`src/rtl/map_sched_pkg.sv`:
```
// Shared types and constants for the map iteration scheduler.
package map_sched_pkg;

  typedef enum logic [1:0] {
    IDLE,
    RUN,
    DONE
  } state_t;

  localparam int unsigned DATA_W  = 8;
  localparam int unsigned SUM_W   = 11;
  localparam logic [7:0]  SAT_MAX = 8'hFF;

endpackage

```
`src/rtl/map_step.sv`:
```
// One step of the nonlinear map: nxt = A/4 + drive + (A/8)^2.
// MAP_SAT_EN: saturate the 11-bit sum at 255 instead of wrapping mod 256.
module map_step
  import map_sched_pkg::*;
(
  input  logic [DATA_W-1:0] a,
  input  logic [DATA_W-1:0] drive,
  output logic [DATA_W-1:0] nxt
);

  logic [4:0]       a_div8;
  logic [9:0]       sq;
  logic [SUM_W-1:0] sum;

  assign a_div8 = a[DATA_W-1:3];
  assign sq     = {5'b0, a_div8} * {5'b0, a_div8};
  assign sum    = SUM_W'(a[DATA_W-1:2]) + SUM_W'(drive) + SUM_W'(sq);

`ifdef MAP_SAT_EN
  assign nxt = (sum > SUM_W'(SAT_MAX)) ? SAT_MAX : sum[DATA_W-1:0];
`else
  assign nxt = sum[DATA_W-1:0];
`endif

endmodule

```
`src/rtl/map_iter_sched.sv`:
```
// Round-robin scheduler running iteration jobs from NREQ requesters on one map_step.
// The saturating build is selected with MAP_SAT_EN (handled inside map_step).
module map_iter_sched #(
  parameter int NREQ   = 2,
  parameter int DATA_W = 8,
  parameter int ITER_W = 4,
  localparam int ID_W  = (NREQ > 1) ? $clog2(NREQ) : 1
) (
  input  logic                     clk,
  input  logic                     reset,
  input  logic [NREQ-1:0]          req_valid,
  output logic [NREQ-1:0]          req_ready,
  input  logic [NREQ*DATA_W-1:0]   req_seed,
  input  logic [NREQ*DATA_W-1:0]   req_drive,
  input  logic [NREQ*ITER_W-1:0]   req_iters,
  output logic                     rsp_valid,
  input  logic                     rsp_ready,
  output logic [ID_W-1:0]          rsp_id,
  output logic [DATA_W-1:0]        rsp_value,
  output logic                     rsp_fixed,
  output logic                     busy
);
  import map_sched_pkg::*;

  state_t            state;
  logic [DATA_W-1:0] a_q;
  logic [DATA_W-1:0] drive_q;
  logic [ITER_W-1:0] count;
  logic [ID_W-1:0]   ptr;
  logic [DATA_W-1:0] nxt;

  logic [ID_W-1:0]   grant;
  logic [ID_W-1:0]   cand;
  logic              found;
  logic              accept;
  logic [DATA_W-1:0] seed_g;
  logic [DATA_W-1:0] drive_g;
  logic [ITER_W-1:0] iters_g;

  map_step u_step (
    .a     (a_q),
    .drive (drive_q),
    .nxt   (nxt)
  );

  // First asserted request at or after the pointer, wrapping around.
  always_comb begin
    grant = '0;
    cand  = '0;
    found = 1'b0;
    for (int unsigned i = 0; i < NREQ; i++) begin
      cand = ID_W'((32'(ptr) + i) % NREQ);
      if (!found && req_valid[cand]) begin
        found = 1'b1;
        grant = cand;
      end
    end
  end

  always_comb begin
    req_ready = '0;
    if (state == IDLE && found)
      req_ready[grant] = 1'b1;
  end

  assign accept  = (state == IDLE) && found;
  assign seed_g  = req_seed[grant*DATA_W +: DATA_W];
  assign drive_g = req_drive[grant*DATA_W +: DATA_W];
  assign iters_g = req_iters[grant*ITER_W +: ITER_W];
  assign busy    = (state != IDLE);

  always_ff @(posedge clk) begin
    if (reset) begin
      state     <= IDLE;
      a_q       <= '0;
      drive_q   <= '0;
      count     <= '0;
      ptr       <= '0;
      rsp_valid <= 1'b0;
      rsp_id    <= '0;
      rsp_value <= '0;
      rsp_fixed <= 1'b0;
    end else begin
      case (state)
        IDLE: begin
          if (accept) begin
            a_q     <= seed_g;
            drive_q <= drive_g;
            count   <= iters_g;
            rsp_id  <= grant;
            ptr     <= (grant == ID_W'(NREQ - 1)) ? '0 : grant + ID_W'(1);
            if (iters_g == '0) begin
              state     <= DONE;
              rsp_valid <= 1'b1;
              rsp_value <= seed_g;
              rsp_fixed <= 1'b0;
            end else begin
              state <= RUN;
            end
          end
        end
        RUN: begin
          // Fixed point wins over count expiry; A and count stay put.
          if (nxt == a_q) begin
            state     <= DONE;
            rsp_valid <= 1'b1;
            rsp_value <= a_q;
            rsp_fixed <= 1'b1;
          end else begin
            a_q   <= nxt;
            count <= count - ITER_W'(1);
            if (count == ITER_W'(1)) begin
              state     <= DONE;
              rsp_valid <= 1'b1;
              rsp_value <= nxt;
              rsp_fixed <= 1'b0;
            end
          end
        end
        DONE: begin
          if (rsp_ready) begin
            state     <= IDLE;
            rsp_valid <= 1'b0;
          end
        end
        default: state <= IDLE;
      endcase
    end
  end

endmodule

```
`config.mk`:
```
export PLATFORM = sky130hd
export DESIGN_NAME = map_iter_sched
export DESIGN_NICKNAME = d
export VERILOG_FILES = /design/src/rtl/map_sched_pkg.sv /design/src/rtl/map_step.sv /design/src/rtl/map_iter_sched.sv
export SDC_FILE = /design/constraint.sdc
export NUM_CORES = 1
export LEC_CHECK = 0
export ABC_AREA = 1
export CAP_MARGIN = 10
export CORE_MARGIN = 3
export CORE_UTILIZATION = 45
export CTS_BUF_LIST = sky130_fd_sc_hd__clkbuf_16
export DETAILED_ROUTE_END_ITERATION = 6
export MAX_ROUTING_LAYER = met4
export PLACE_DENSITY = 0.71
export REMOVE_ABC_BUFFERS = 1
export SYNTH_ARGS = -nofsm -noshare
export SYNTH_HDL_FRONTEND = slang
export SYNTH_SLANG_ARGS = --single-unit
```
`constraint.sdc`:
```
create_clock -name clk -period 13.52 [get_ports clk]
set_input_delay 1.352 -clock clk [delete_from_list [all_inputs] [get_ports clk]]
set_output_delay 1.352 -clock clk [all_outputs]
set_load 0.005 [all_outputs]
```
==> flow_summary.json <==
{
  "clk_latency_ns": 0.28,
  "rows": 29,
  "yosysTopAreaCellShare_pct": 22.9,
  "rsz0062_at_grt": "false",
  "avgSynthCellArea_um2": 6.51,
  "worst-slew-pin-transition_ns": 1.00,
  "drt_wl_total_mm": 7.75,
  "netlist_instances": 457,
  "critPathLaunchType": "primary input",
  "routed.top_layer": "met4",
  "rr_endpoint": "a_q[7]",
  "skew_ns": 0.00620,
  "tns_ns": 0,
  "drc": 0,
  "cts_sinks": 34,
  "die_area_um2": 7630,
  "ctsResizeCount": 0,
  "critical_path.endpoint": "req_ready[0]",
  "final-max-slew-violation-count": 0,
  "antenna_left": 0,
  "met3_length_um": 381,
  "finalInstanceArea_um2": 3710,
  "portBuffers": 58,
  "drt-met1-wl_mm": 3.71,
  "core_area_um2": 6390,
  "yosysUniqueCellTypes": 35,
  "final_cell_mix": "nand2_1 (134), inv_1 (76), clkdlybuf4s50_1 (58), nand3_1 (43), nor2_1 (36)",
  "fin_hold_ws_ns": 0.464,
  "drt-vias-per-instance": 4.96,
  "synth_area_leaders": "dfxtp_1 (23%), nand2_1 (17%), inv_1 (9.6%)",
  "grt_pass1_wl_mm": 13.0,
  "hold_violations": 0,
  "final_util_pct": 58.1,
  "detailed_place_hpwl_mm": 6.04,
  "fmax_ghz": 0.197,
  "cp_max_fo": 23,
  "cp-end-kind": "output pin",
  "power_mw": 0.915,
  "yosysTopAreaCell": "dfxtp_1",
  "slew_headroom_pct": 32.8,
  "arrival_ns": 3.72,
  "gp_congestion": 0.952,
  "leakagePower_nw": 1.87,
  "diodes": 0,
  "grt_pass1_vias": 2811,
  "gr-usage-all-layers_pct": 22.2,
  "initial_core_util_pct": 46.6,
  "dr_wl_met2_mm": 3.57,
  "ys_ff_latch": 34,
  "cts_root_buffer": "clkbuf_16",
  "die_w_um": 87.3,
  "io_pins": 59,
  "finalSetupViolations": 0,
  "fin_crit_sh_pct": 37.5,
  "cts_buffers": 5,
  "drive_above_1_share_pct": 5.70,
  "clk_pin_slew_ns": 0.06,
  "tritoncts": "yes",
  "maxCapViolations": 0,
  "cts_htree_levels": 2,
  "via_count": 2909,
  "area_delta_synth_final_pct": 24.7,
  "vdd_ir_drop_max_mv": 0.148,
  "final_common_cell": "nand2_1",
  "wl_per_cell_um": 13.2,
  "overflow": 0,
  "final_nets": 587,
  "timing.rr.start": "a_q[3]",
  "yosysSeqAreaShare_pct": 22.9,
  "crit_path_start": "req_valid[1]",
  "yosys_warnings": 0,
  "crit_type": "in -> out",
  "ctsHoldBuffers": 0,
  "hold_path_class": "reg -> reg",
  "drtIter0Drc": 174,
  "period_minus_slack_ns": 5.07,
  "netlist_area_um2": 2980,
  "status": "finished clean",
  "cp.required_ns": 12.17,
  "power.density_nw_per_um2": 246,
  "cts_setup_buffers": 0,
  "die_y_um": 87.3,
  "antenna_found_initial": 0,
  "grt_start_max_net_pins": 24,
  "r2r_setup_slack_ns": 8.54,
  "max-clock-path-buffers": 2,
  "worstRegToRegCells": 22,
  "dr.pass1.iters": 4,
  "placed_area_um2": 3580,
  "hold_path.startpoint": "rsp_id"
}
routing by layer:
layer	track usage [%]	vias to the layer above
met2	35.5	74
met1	29.6	1301
met5	-	-
met3	3.69	10
met4	4.74	0
li1	-	1524
layout make-up:
type,instances,area (um2)
Inverter,83,312
Fill cell,623,2670
Sequential cell,34,681
Multi-Input combinational cell,326,1900
Tap cell,77,96.3
Timing Repair Buffer,59,588
Clock buffer,5,125
Clock inverter,2,10.0
worst min-delay path by stage:
stage / endpoint / slack (ns) / cells past startpoint
2_1_floorplan: rsp_id / 0.45 / 2
3_3_place_gp: rsp_id / 0.46 / 2
3_5_place_dp: rsp_id / 0.46 / 2
4_1_cts: rsp_valid / 0.47 / 2
5_1_grt: rsp_valid / 0.51 / 2
6_report: rsp_id / 0.46 / 2
worst max-delay path, cell delays in order:
cell             delay (ns)
clkdlybuf4s50_1        0.54
nor2_1                 0.08
nor2_1                 0.18
inv_1                  0.38
nor2_2                 0.57
clkdlybuf4s50_1        0.61
power breakdown:
part | switching [mW] | internal (mW)
Sequential | 0.0418 | 0.144
Clock | 0.0440 | 0.0665
Combinational | 0.373 | 0.245
Total | 0.459 | 0.455
Yosys cell counts, drive strengths merged:
master,count
a21boi,2
a21oi,20
a31oi,4
buf,7
clkbuf,7
clkinv,3
dfxtp,34
fa,14
ha,19
inv,80
mux2i,1
nand2,139
nand3,46
nand3b,2
nand4,6
nor2,38
nor4,1
o211ai,1
o21ai,19
o22ai,4
o31ai,1
or2,5
xnor2,4
registers in the layout, summed over array words and instances, names as in the netlist, 2 cells and up:
name       count
a_q            8
drive_q        8
rsp_value      8
count          4
state          2
cell families after synthesis:
| family | count (synthesis) | synth area share, % |
|---|---|---|
| adders and majority gates | 33 | 17.4 |
| and+or+nand+nor | 237 | 34.8 |
| AOI/OAI and AO/OA | 51 | 10.1 |
| DFF | 34 | 22.9 |
| muxes | 1 | 0.336 |
| buffers and inverters | 97 | 13.3 |
| xor gates and xnor gates | 4 | 1.18 |
stage by stage:
stage | cells | setup WS (ns)
finish | 586 | 8.45
global route | 586 | 8.13
CTS | 586 | 8.41
detailed placement | 579 | 8.38
global placement | 579 | 8.38
floorplan | 443 | 9.06
Note: power is estimated with default switching activity, not from simulation.
